`src/rtl/nash_pkg.sv`:
```
// Shared types and helpers for the Nash receive path: FSM state encoding,
// default geometry and the single cyclic Rule-30 generation.
package nash_pkg;

    typedef enum logic [1:0] {
        IDLE   = 2'd0,
        EVOLVE = 2'd1,
        DONE   = 2'd2
    } nash_state_e;

    localparam int NASH_N_DEF = 128;
    localparam int NASH_D_DEF = 256;
    localparam int R30_MAX_N  = 1024;

    // Operates on a zero-padded vector so one function serves every width;
    // only the low n bits are meaningful and the rest come back zero.
    function automatic logic [R30_MAX_N-1:0] r30_step(
        input logic [R30_MAX_N-1:0] s,
        input int                   n
    );
        logic [R30_MAX_N-1:0] r;
        r = '0;
        for (int i = 0; i < R30_MAX_N; i++) begin
            if (i < n) begin
                r[i] = s[(i + 1) % n] ^ (s[i] | s[(i + n - 1) % n]);
            end
        end
        return r;
    endfunction

endpackage

```
`src/rtl/nash_receiver_evolve.sv`:
```
// Combinational chain of S cyclic Rule-30 generations over an N-bit state.
module r30_evolve
    import nash_pkg::*;
#(
    parameter int N = NASH_N_DEF,
    parameter int S = 1
) (
    input  logic [N-1:0] state_i,
    output logic [N-1:0] state_o
);

    logic [N-1:0] stage [S+1];

    assign stage[0] = state_i;

    for (genvar k = 0; k < S; k++) begin : g_step
        assign stage[k+1] = N'(r30_step(R30_MAX_N'(stage[k]), N));
    end

    assign state_o = stage[S];

endmodule

```
`src/rtl/nash_receiver.sv`:
```
// Nash receiver: regenerates the Rule-30 keystream and XORs it onto the ciphertext.
// Optional macro NASH_RX_CHAIN_EN seeds each block from the previous ciphertext.
module nash_receiver
    import nash_pkg::*;
#(
    parameter int N = NASH_N_DEF,
    parameter int D = NASH_D_DEF,
    parameter int S = 1
) (
    input  logic         clk,
    input  logic         rst,
    input  logic         in_valid,
    output logic         in_ready,
    input  logic [N-1:0] in_ct,
    input  logic [N-1:0] in_seed,
    input  logic         in_first,
    output logic         out_valid,
    input  logic         out_ready,
    output logic [N-1:0] out_pt,
    output logic [N-1:0] feedback,
    output logic         busy
);

    localparam int CW = $clog2(D + 1);

    if (S < 1 || D < 1 || (D % S) != 0 || N < 1 || N > R30_MAX_N) begin : g_param_check
        $error("nash_receiver: D must be >= 1 and a multiple of S, N within range");
    end

    nash_state_e   state_q, state_d;
    logic [CW-1:0] cnt_q, cnt_d;
    logic [N-1:0]  ca_q, ca_d;
    logic [N-1:0]  ct_q, ct_d;
    logic [N-1:0]  fb_q, fb_d;
    logic [N-1:0]  pt_q, pt_d;
    logic [N-1:0]  ca_next;
    logic [N-1:0]  seed_sel;
    logic          accept;
    logic          last_step;

    r30_evolve #(.N(N), .S(S)) u_evolve (
        .state_i (ca_q),
        .state_o (ca_next)
    );

    assign accept    = in_valid && in_ready;
    assign last_step = (int'(cnt_q) + S) == D;

`ifdef NASH_RX_CHAIN_EN
    // Tracks whether any block arrived since reset; until then there is no
    // previous ciphertext to chain from.
    logic has_q, has_d;

    assign has_d    = has_q | accept;
    assign seed_sel = (in_first || !has_q) ? in_seed : fb_q;

    always_ff @(posedge clk) begin
        if (rst) has_q <= 1'b0;
        else     has_q <= has_d;
    end
`else
    logic unused_first;

    assign unused_first = in_first;
    assign seed_sel     = in_seed;
`endif

    always_ff @(posedge clk) begin
        if (rst) begin
            state_q <= IDLE;
            cnt_q   <= '0;
            ca_q    <= '0;
            ct_q    <= '0;
            fb_q    <= '0;
            pt_q    <= '0;
        end else begin
            state_q <= state_d;
            cnt_q   <= cnt_d;
            ca_q    <= ca_d;
            ct_q    <= ct_d;
            fb_q    <= fb_d;
            pt_q    <= pt_d;
        end
    end

    always_comb begin
        state_d = state_q;
        cnt_d   = cnt_q;
        ca_d    = ca_q;
        ct_d    = ct_q;
        fb_d    = fb_q;
        pt_d    = pt_q;
        unique case (state_q)
            IDLE: begin
                if (accept) begin
                    ct_d    = in_ct;
                    fb_d    = in_ct;
                    ca_d    = seed_sel;
                    cnt_d   = '0;
                    state_d = EVOLVE;
                end
            end
            EVOLVE: begin
                ca_d  = ca_next;
                cnt_d = cnt_q + CW'(S);
                if (last_step) begin
                    pt_d    = ct_q ^ ca_next;
                    state_d = DONE;
                end
            end
            DONE: begin
                if (out_ready) state_d = IDLE;
            end
            default: state_d = IDLE;
        endcase
    end

    always_comb begin
        in_ready  = (state_q == IDLE) && !rst;
        out_valid = (state_q == DONE);
        busy      = (state_q == EVOLVE) || (state_q == DONE);
    end

    assign out_pt   = pt_q;
    assign feedback = fb_q;

endmodule
```
`config.mk`:
```
export PLATFORM = sky130hd
export DESIGN_NAME = nash_receiver
export DESIGN_NICKNAME = d
export VERILOG_FILES = /design/src/rtl/nash_pkg.sv /design/src/rtl/nash_receiver_evolve.sv /design/src/rtl/nash_receiver.sv
export SDC_FILE = /design/constraint.sdc
export NUM_CORES = 1
export LEC_CHECK = 0
export ABC_AREA = 1
export BUFFER_PORTS_ARGS = -buffer_cell sky130_fd_sc_hd__buf_2
export CORE_MARGIN = 3
export CORE_UTILIZATION = 45
export CTS_BUF_LIST = sky130_fd_sc_hd__clkbuf_2
export DETAILED_ROUTE_END_ITERATION = 10
export PLACE_DENSITY = 0.8
export SLEW_MARGIN = 5
export SYNTH_ARGS = -nofsm -noshare
export SYNTH_HDL_FRONTEND = slang
export SYNTH_HIERARCHICAL = 1
export SYNTH_SLANG_ARGS = --single-unit
```
`constraint.sdc`:
```
create_clock -name clk -period 2.4 [get_ports clk]
set_input_delay 0.48 -clock clk [delete_from_list [all_inputs] [get_ports clk]]
set_output_delay 0.48 -clock clk [all_outputs]
set_load 0.02 [all_outputs]
```
; After elaboration in Yosys (flattened, before gate mapping)
; Cells that the tools add are included.
[word_totals]
input_bits = 261
mem_bits_ro = 0
latch_bits = 0
word_cells = 288
regBits = 395
mem_count = 0
mem_bits_rw = 0
[op_classes]
div_mod_pow = 0
n_addsub = 2
magnitude_cmp = 0
n_eq_ne = 6
muxes = 8
multipliers = 0
shifts = 0
n_reduce_logical = 10
n_bitwise = 257
[ops]
columns = op, count
row1 = $pmux W128 S2, 1
row2 = $mux W128, 1
row3 = $or A1 B1 Y1, 128
row4 = $xor A1 B1 Y1, 128
row5 = $xor A128 B128 Y128, 1
row6 = $pmux W9 S2, 1
row7 = $add A9 B1 Y10 const B, 1
row8 = $eq A10 B9 Y1 const B, 1
row9 = $add A9 B1 Y9 const B, 1
row10 = $mux W9, 1
row11 = $mux W2, 3
row12 = $pmux W2 S3, 1
row13 = $reduce_and A2 Y1, 3
row14 = $ne A2 B2 Y1 const B, 2
row15 = $reduce_and A3 Y1, 1
row16 = $eq A2 B1 Y1 const B, 1
row17 = $eq A2 B2 Y1 const B, 1
row18 = $logic_and A1 B1 Y1, 2
row19 = $logic_not A2 Y1, 1
row20 = $ne A2 B1 Y1 const B, 1
row21 = $reduce_bool A2 Y1, 1
row22 = $logic_not A1 Y1, 1
row23 = $logic_or A1 B1 Y1, 1

; Logic depth before layout (Yosys ltp)
; Gate-level depths: netlist of run 1.
[logic_depth]
depth_word = 5
ltp_mapped = 15
depth_no_buf = 12

; Hierarchy
; Netlist of run 1, hierarchy kept.
[by_module_without_submodules]
columns = module, area_each_um2, instances, seq_area_each_um2, cells_each
row1 = nash_receiver, 16006.6, 1, 7907.6, 2140
row2 = r30_evolve, 2242.2, 1, 0.0, 512

; Worst setup path before layout of run 1
; No wires, ideal clock.
[synth_path]
path_kind = input -> register
start = in rst
end = reg ca_q[100]
setup_ps = 74
path_slack_ps = 291
stages = 8
t_required_ps = 2326
arrival_ps = 2034
path_buffers = 3
cell_sequence = clkbuf_1 -> nor2_1 -> nand2_1 -> nand2_1 -> clkbuf_1 -> clkbuf_1 -> o21ai_0 -> a31oi_1
[synth_between]
elab_chain_len = 5
[synth_lines]
columns = element, line_no
row1 = start: declaration, nash_receiver.sv:11  ; input logic rst,
row2 = $logic_not A1 Y1, nash_receiver.sv:119  ; in_ready = (state_q == IDLE) && !rst;
row3 = $logic_and A1 B1 Y1, nash_receiver.sv:119
row4 = net in_ready, nash_receiver.sv:13  ; output logic in_ready,
row5 = $logic_and A1 B1 Y1, nash_receiver.sv:46  ; assign accept = in_valid && in_ready;
row6 = $ne A2 B2 Y1 (no source line), n/a
row7 = $reduce_and A2 Y1 (no source line), n/a
row8 = end signal: assignment, nash_receiver.sv:72  ; ca_q <= '0;
row9 = end signal: assignment, nash_receiver.sv:79  ; ca_q <= ca_d;
row10 = end: declaration, nash_receiver.sv:32  ; logic [N-1:0] ca_q, ca_d;
; The timed path passes the listed nets, and every way through them passes these cells.
; A chain may end at the register's enable or synchronous reset.

; Worst setup path after layout of run 1
[layout_path]
start = reg state_q[1]
end = out in_ready
[layout_between]
elab_chain_len = 2
[layout_lines]
columns = element, line_no
row1 = start: declaration, nash_receiver.sv:30  ; nash_state_e state_q, state_d;
row2 = start signal: assignment, nash_receiver.sv:77  ; state_q <= state_d;
row3 = $logic_not A2 Y1, nash_receiver.sv:119
row4 = $logic_and A1 B1 Y1, nash_receiver.sv:119
row5 = end: declaration, nash_receiver.sv:13
; No other way between the ends.

==> qor_table.md, run 1 <==
| Group | Item | Value |
|---|---|---|
| outcome | Run status | finished, final reports clean |
| placement | Last weighted congestion value of the routability-driven placer | 0.897 |
| hold path | Number of cells on the worst hold path | 4 |
| worst setup path | Beginning of the worst register-to-register path | cnt_q[0] |
| power and ir drop | Gate power share | 32.4% |
| floorplanning | Area of the placeable core | 0.0399 mm2 |
| route | Number of vias after detailed routing | 21.9k |
| global routing | Pin count of the biggest net entering global routing | 99 |
| cts | CTS tree | built |
| synth | Library cells used by synthesis | 22 |
| floorplanning | Initial Util | 45.7% |
| sta | Max-slew violation count | 0 |
| final layout | Filler Cell Count | 3081 |
| global routing | Antenna violations before repair | 6 |
| flow run | # Max-Cap Violations | 0 |
| synth | Count of yosys warnings during synthesis | 6 |
| power and ir drop | Peak supply drop | 0.591 mV |
| floorplanning | Die boundary width | 207 um |
| worst setup path | Worst path arrival time | 1.84 ns |
| synth | Synth top area cells | sky130_fd_sc_hd__dfxtp_1, sky130_fd_sc_hd__nand2_1, sky130_fd_sc_hd__o21ai_0 |
| hold path | Hold Path End | feedback[5] |
| cts | Number of levels the H-tree was split into | 3 |
| final layout | Count of placed standard cells in the final layout, fillers left out | 4046 |
| power and ir drop | Clock power frac | 25.4% |
| synth | Cell type with the highest aggregate area in the netlist | sky130_fd_sc_hd__dfxtp_1 |
| synth | Async SR Flop Fraction | 0% |
| sta | Final Hold Fails | 0 |
| power and ir drop | Reported net switching power | 7.32 mW |
| cts | Clk Tree Root Cell | sky130_fd_sc_hd__clkbuf_2 |
| global routing | Overflow after GRT | 0 |
| final layout | Layout cell share with drive strength beyond 1 | 21.7% |
| sta | Post-route fraction of the period consumed by the critical path | 96.8% |
| route | Total Wirelength | 68300 um |
| route | Average vias per placed instance | 5.42 |
| synth | Cell types with the highest counts after synthesis | sky130_fd_sc_hd__nand2_1, sky130_fd_sc_hd__dfxtp_1, sky130_fd_sc_hd__o21ai_0 |
| sta | Transition at the pin with the smallest max-transition slack | 0.986 ns |
| worst setup path | Top fanout value on the critical path | 3 |
| power and ir drop | Switching power as a share of total power | 39.0% |
| synth | Most common cell in the synthesized netlist | sky130_fd_sc_hd__nand2_1 |
| sta | RSZ-0062 raised after global routing | true |
| synth | Flip-flop and latch count after synthesis | 395 |
| route | Antenna-violating nets left | 0 |
| synth | Syn_area_per_cell | 6.88 um2 |
| worst setup path | Crit Reg-Reg Endpoint | out_pt[71] |
| power and ir drop | Sequential power share | 42.2% |
| synth | Proportion of synthesized chip area in sequential cells | 43.3% |
| synth | Post-synth top area share | 43.3% |
| route | Detailed-router iteration count before antenna repair | 6 |
| route | DRC marker count from the first detailed-route iteration | 2303 |
| cts | Total CTS buffers | 103 |
| global routing | GRT Resource Usage Total | 30.1% |
| route | Average wire per cell in the routed design | 16.9 um |
| placement | Number of placed cells counting well taps | 3589 |
| synth | Number of enable flip-flop cells after synthesis | 0 |
| cts | Max Root-Sink Buffers | 3 |
| worst setup path | Critical Path Sink Type | output port |
| final layout | Area growth, synth to finish | 38.5% |
| floorplanning | Die span in y | 207 um |
| sta | Max frequency | 431 MHz |
| route | Post-route DRC | 0 |
| placement | Post-detail-place hpwl | 41000 um |
| worst setup path | Worst Path Required | 1.92 ns |
| final layout | Core Util, Final | 63.3% |
| power and ir drop | Total power draw | 18.8 mW |
| worst setup path | Worst Reg2Reg Path Length in Cells | 14 |
| cts | Clk slew on worst S/H paths | 0.11 ns |
| synth | Synthesized Nets | 2919 |
| worst setup path | Worst R2R Setup Slack | 0.18 ns |
| power and ir drop | Total power density per cell area | 742 mW/mm2 |
| sta | Fin Setup TNS | 0 ns |
| sta | Time the final worst path needs with I/O delays and setup | 2.32 ns |
| sta | Clock Skew | 0.0918 ns |
| cts | Clock network latency to the later pin of the worst-skew pair | 1.04 ns |
| hold path | Worst hold start | in_ct[5] |
| final layout | Number of nets in the layout | 3714 |
| cts | Clock net sink count | 395 |
| floorplanning | Number of top-level pins | 520 |
| sta | Worst Hold Slack | 0.191 ns |
| power and ir drop | Pleak | 12.2 nW |
| sta | Relative max-transition margin | 34.2% |
| global routing | First-pass GRT wire length | 108000 um |
| hold path | Tightest Hold Check Type | in -> reg |
| synth | Dominant synthesized flop cell | sky130_fd_sc_hd__dfxtp_1 |
| worst setup path | Critical path type | reg -> out |
| worst setup path | CP Launch Type | flop |
| floorplanning | Die Outline Area | 0.0430 mm2 |
| global routing | Vias in the first global route | 21.1k |
| synth | Post-Synthesis Cell Area | 0.0182 mm2 |
| floorplanning | Core Rows | 73 |
| sta | Number of setup violations in the final report | 0 |
| power and ir drop | Cell internal pwr | 11.4 mW |
| placement | Number of port buffers | 518 |
| synth | Gate Count Post-Synth | 2652 |
## flip-flops by register name, indices dropped and copies added (netlist names)
name / count
state_q: 2
ca_q: 128
cnt_q: 9
out_pt: 128
feedback: 128
## layer usage
metal  up-vias  part of all wire [%]  global-route usage (%)
met5         -                     0                       0
met4         0                   5.8                    16.6
met3       314                   9.1                    7.41
met2      1386                    47                    50.9
met1      9961                    38                    34.9
li1      10300                     -                       -
## through the flow
stage                     instance area [um2]  worst slack [ns]
after floorplan                         18200             0.291
after global placement                  21500             0.125
after detailed placement                21500            0.0678
after CTS                               25100           -0.0821
after global routing                    25300           -0.0783
final                                   25300            0.0773
## cell type report
| type | count | area (um2) | share of cell area, % |
|---|---|---|---|
| antenna | 7 | 17.5 | 0.0693 |
| clock buffer | 157 | 786 | 3.11 |
| clock inverter | 15 | 120 | 0.475 |
| inverter | 148 | 576 | 2.28 |
| multi-input combinational | 1953 | 9180 | 36.3 |
| sequential | 395 | 7910 | 31.3 |
| tap | 525 | 657 | 2.60 |
| timing repair buffer | 846 | 6020 | 23.8 |
## cell families after synthesis
| group | Yosys count | share of synthesized area, % |
|---|---|---|
| and+or+nand+nor | 1359 | 29.9 |
| DFF | 395 | 43.3 |
| adders and majority gates | 6 | 0.411 |
| buffers and inverters | 304 | 6.77 |
| AOI/OAI and AO/OA | 460 | 13.5 |
| xor gates and xnor gates | 128 | 6.14 |
## cells in the final DEF (no fill, tap or decap), types with 3 or more instances in the layout
master,netlist,layout
sky130_fd_sc_hd__dlygate4sd3_1,0,266
sky130_fd_sc_hd__buf_2,12,514
sky130_fd_sc_hd__xor2_1,49,49
sky130_fd_sc_hd__o21ai_0,265,265
sky130_fd_sc_hd__buf_12,0,18
sky130_fd_sc_hd__inv_4,0,5
sky130_fd_sc_hd__nand2_1,929,927
sky130_fd_sc_hd__clkinv_1,1,9
sky130_fd_sc_hd__xnor2_1,79,79
sky130_fd_sc_hd__clkbuf_2,0,157
sky130_fd_sc_hd__a21oi_1,61,61
sky130_fd_sc_hd__a31oi_1,128,128
sky130_fd_sc_hd__nand3_1,264,263
sky130_fd_sc_hd__dfxtp_1,395,392
sky130_fd_sc_hd__inv_1,147,141
sky130_fd_sc_hd__diode_2,0,7
sky130_fd_sc_hd__ha_4,0,3
sky130_fd_sc_hd__buf_4,9,43
sky130_fd_sc_hd__ha_1,6,3
sky130_fd_sc_hd__o21ai_1,6,6
sky130_fd_sc_hd__nor2_1,160,158
## critical path: stages, from the launching register on
cell and delay [ns]:
sky130_fd_sc_hd__dfxtp_4 0.37, sky130_fd_sc_hd__inv_4 0.06, sky130_fd_sc_hd__ha_4 0.13, sky130_fd_sc_hd__inv_4 0.03, sky130_fd_sc_hd__nor2_4 0.10, sky130_fd_sc_hd__buf_6 0.14
## power by group through the flow
stage / registers [mW] / logic [mW] / clock network (mW)
final: 7.92 / 6.07 / 4.76
after global routing: 8.02 / 6.63 / 5.12
after CTS: 7.88 / 5.83 / 4.77
after detailed placement: 8.03 / 5.37 / 0
after global placement: 8.02 / 5.31 / 0
after floorplan: 8.16 / 3.51 / 0
## how the worst max path moves through the flow
stage / cells past startpoint / from / slack [ns] / endpoint
floorplan: 8 / rst / 0.29 / ca_q[100]
global placement: 14 / cnt_q[1] / 0.12 / out_pt[63]
detailed placement: 14 / cnt_q[1] / 0.07 / out_pt[51]
CTS: 5 / state_q[0] / -0.08 / in_ready
global route: 5 / state_q[1] / -0.08 / in_ready
finish: 5 / state_q[1] / 0.08 / in_ready
## what timing repair did
action | 4_1_cts | 5_1_grt
hold buffers | 266 | 0
hold endpoints to repair | 262 | 0
endpoints found under the setup margin | 3 | 121
gates resized for setup | 16 | 7
buffers inserted | 5 | 5
cloned | 0 | 2
pin swaps | 2 | 3
Power figures use the tool's default switching activity.
==> inputs of run 2 (changes only) <==
--- a/config.mk
+++ b/config.mk
@@ -11,7 +11,7 @@
 export CORE_UTILIZATION = 45
 export CTS_BUF_LIST = sky130_fd_sc_hd__clkbuf_2
 export DETAILED_ROUTE_END_ITERATION = 10
-export PLACE_DENSITY = 0.8
+export PLACE_DENSITY_LB_ADDON = 0.15
 export SLEW_MARGIN = 5
 export SYNTH_ARGS = -nofsm -noshare
 export SYNTH_HDL_FRONTEND = slang
==> run 2 against run 1 <==
  * Die area is the same
  * Wire length shrank 7.5%
  * Hold slack lost 0.0092 ns
  * Combinational power shrank 4.0%
  * Critical path type unchanged
  * Largest cell class unchanged
==> qor_table.md, run 2 (synthesis gave the netlist of run 1 again) <==
| Group | Item | Value | vs previous |
|---|---|---|---|
| route | Post-route DRC | 0 | unchanged |
| route | Detailed-router iteration count before antenna repair | 6 | unchanged |
| worst setup path | Critical path type | reg -> out |  |
| final layout | Number of nets in the layout | 3702 | -0.32% |
| route | Total Wirelength | 63200 um | -7.5% |
| final layout | Area growth, synth to finish | 38.1% |  |
| sta | Time the final worst path needs with I/O delays and setup | 2.33 ns | +0.0111 ns |
| final layout | Design area | 0.0252 mm2 | -0.28% |
| global routing | Antenna violations before repair | 4 | -2 |
| cts | Total CTS buffers | 104 | +0.97% |
| sta | Number of setup violations in the final report | 0 | unchanged |
| global routing | GRT Resource Usage Total | 27.6% | -2.4 points |
| sta | Transition at the pin with the smallest max-transition slack | 0.939 ns | -0.0475 ns |
| cts | CTS tree | built |  |
| worst setup path | Worst R2R Setup Slack | 0.10 ns | -0.08 ns |
| cts | Clock net sink count | 395 | unchanged |
| worst setup path | Crit path launch | state_q[1] |  |
| sta | Clock Skew | 0.0430 ns | -0.0488 ns |
| route | Average vias per placed instance | 5.12 | -5.6% |
| floorplanning | Die span in y | 207 um | unchanged |
| cts | Max Root-Sink Buffers | 3 | unchanged |
| final layout | Layout cell share with drive strength beyond 1 | 21.5% | -0.27 points |
| flow run | # Max-Cap Violations | 0 | unchanged |
| global routing | Overflow after GRT | 0 | unchanged |
| global routing | Pin count of the biggest net entering global routing | 129 | +30% |
| floorplanning | Die Outline Area | 0.0430 mm2 | unchanged |
| worst setup path | Worst Path Required | 1.92 ns | about the same |
| sta | Post-route fraction of the period consumed by the critical path | 97.2% | +0.46 points |
| placement | Post-detail-place hpwl | 41600 um | +1.5% |
| worst setup path | Top fanout value on the critical path | 3 | unchanged |
| power and ir drop | Pleak | 12.1 nW | -0.37% |
| power and ir drop | Peak supply drop | 0.467 mV | -21% |
| route | DRC marker count from the first detailed-route iteration | 1522 | -34% |
| global routing | Vias in the first global route | 19.7k | -6.8% |
| worst setup path | CP Launch Type | flop |  |
| power and ir drop | Total power density per cell area | 734 mW/mm2 | -1.2% |
| floorplanning | Initial Util | 45.7% | unchanged |
| floorplanning | Area of the placeable core | 0.0399 mm2 | unchanged |
| route | Average wire per cell in the routed design | 15.6 um | -7.4% |
| sta | Final Hold Fails | 0 | unchanged |
| worst setup path | Beginning of the worst register-to-register path | state_q[1] |  |
| placement | Last weighted congestion value of the routability-driven placer | 0.871 | -2.9% |
| worst setup path | Capture point of the critical path | in_ready |  |
| floorplanning | Die boundary width | 207 um | unchanged |
| worst setup path | Crit Reg-Reg Endpoint | ca_q[96] |  |
| cts | Number of levels the H-tree was split into | 3 | unchanged |
| final layout | Commonest non-fill, non-tap cells in the layout | sky130_fd_sc_hd__nand2_1, sky130_fd_sc_hd__buf_2, sky130_fd_sc_hd__dfxtp_1 |  |
| sta | RSZ-0062 raised after global routing | true |  |
| placement | Number of port buffers | 518 | unchanged |
| final layout | Filler Cell Count | 3598 | +17% |
| route | Antenna-violating nets left | 0 | unchanged |
| route | Number of vias after detailed routing | 20.7k | -5.7% |
| cts | Clk Tree Root Cell | sky130_fd_sc_hd__clkbuf_2 |  |
| worst setup path | Worst path arrival time | 1.85 ns | about the same |
| floorplanning | Core Rows | 73 | unchanged |
| worst setup path | Critical Path Sink Type | output port |  |
| power and ir drop | Total power draw | 18.5 mW | -1.4% |
| sta | Relative max-transition margin | 37.4% | +3.2 points |
| sta | Max frequency | 428 MHz | -0.48% |
| global routing | First-pass GRT wire length | 99400 um | -8.1% |
| outcome | Run status | finished, final reports clean |  |
| floorplanning | Number of top-level pins | 520 | unchanged |
| worst setup path | Worst Reg2Reg Path Length in Cells | 7 | -7 |
| sta | Max-slew violation count | 0 | unchanged |
| sta | Worst Hold Slack | 0.182 ns | -0.00919 ns |
| cts | Clock network latency to the later pin of the worst-skew pair | 1.02 ns | -0.02 ns |
| hold path | Tightest Hold Check Type | in -> reg |  |
| final layout | Leading cell type in the layout, fill and taps excluded | sky130_fd_sc_hd__nand2_1 |  |
| cts | Clk slew on worst S/H paths | 0.10 ns | about the same |
| placement | Placed Area | 0.0214 mm2 | -0.24% |
run 2: cell types whose count changed in the layout (fill, tap and decap cells not counted), sizes merged:
cell | previous run | this run
dlygate4sd3 | 266 | 262
buf | 578 | 569
diode | 7 | 4
inv | 148 | 151
clkinv | 12 | 20
run 2: worst min-delay path by stage:
stage / from / end / slack [ns] / cells after the start
global placement: out_pt[97] / out_pt[97] / 0.45 / 2
global route: in_ct[4] / feedback[4] / 0.11 / 4
detailed placement: out_pt[88] / out_pt[88] / 0.45 / 2
finish: in_ct[48] / feedback[48] / 0.18 / 4
CTS: in_ct[7] / feedback[7] / 0.02 / 4
floorplan: state_q[1] / state_q[1] / 0.46 / 2
run 2: layout make-up:
| class | instances | area (um2) | share of cell area (%) |
|---|---|---|---|
| Multi-Input combinational cell | 1953 | 9180 | 36.4 |
| Sequential cell | 395 | 7920 | 31.4 |
| Timing Repair Buffer | 833 | 5920 | 23.5 |
| Clock buffer | 157 | 786 | 3.12 |
| Tap cell | 525 | 657 | 2.61 |
| Inverter | 148 | 573 | 2.27 |
| Clock inverter | 26 | 154 | 0.611 |
| Antenna cell | 4 | 10.0 | 0.0397 |
run 2: layer usage:
metal | vias up | wire (um) | GRT usage (%) | share of wire, %
li1 | 10200 | - | - | -
met1 | 9427 | 25600 | 32.6 | 40
met2 | 833 | 30500 | 47.8 | 48
met3 | 168 | 4660 | 6.41 | 7.4
met4 | 0 | 2510 | 12.8 | 4.0
met5 | - | 0 | 0 | 0
run 2: per-stage QoR:
| step | utilization, % | TNS, ns | setup WS (ns) | cells |
|---|---|---|---|---|
| after CTS | 62.8 | -0.243 | -0.122 | 4032 |
| after global routing | 63.1 | -0.191 | -0.0968 | 4041 |
| after detailed placement | 53.7 | 0 | 0.114 | 3582 |
| final | 63.1 | 0 | 0.0662 | 4041 |
| after floorplan | - | 0 | 0.291 | 2652 |
| after global placement | 53.7 | 0 | 0.172 | 3582 |
run 2: critical path, stage by stage, from the launching register on:
cell	delay, ns
sky130_fd_sc_hd__dfxtp_2	0.35
sky130_fd_sc_hd__inv_2	0.08
sky130_fd_sc_hd__ha_4	0.14
sky130_fd_sc_hd__inv_4	0.04
sky130_fd_sc_hd__nor2_4	0.11
sky130_fd_sc_hd__buf_6	0.13
run 2: where the power goes:
group	internal, mW	switching [mW]	leakage (nW)	total (mW)
combinational	2.29	3.54	8.15	5.83
sequential	7.19	0.715	3.23	7.91
clock	1.94	2.81	0.725	4.75
total	11.4	7.06	12.1	18.5
run 2: timing repair:
item,in CTS,in global routing
buffers inserted,5,3
setup endpoints to repair,3,124
cloned,0,2
hold buffers,262,0
hold endpoints to repair,267,0
resized for setup,17,9
pin swaps,2,2
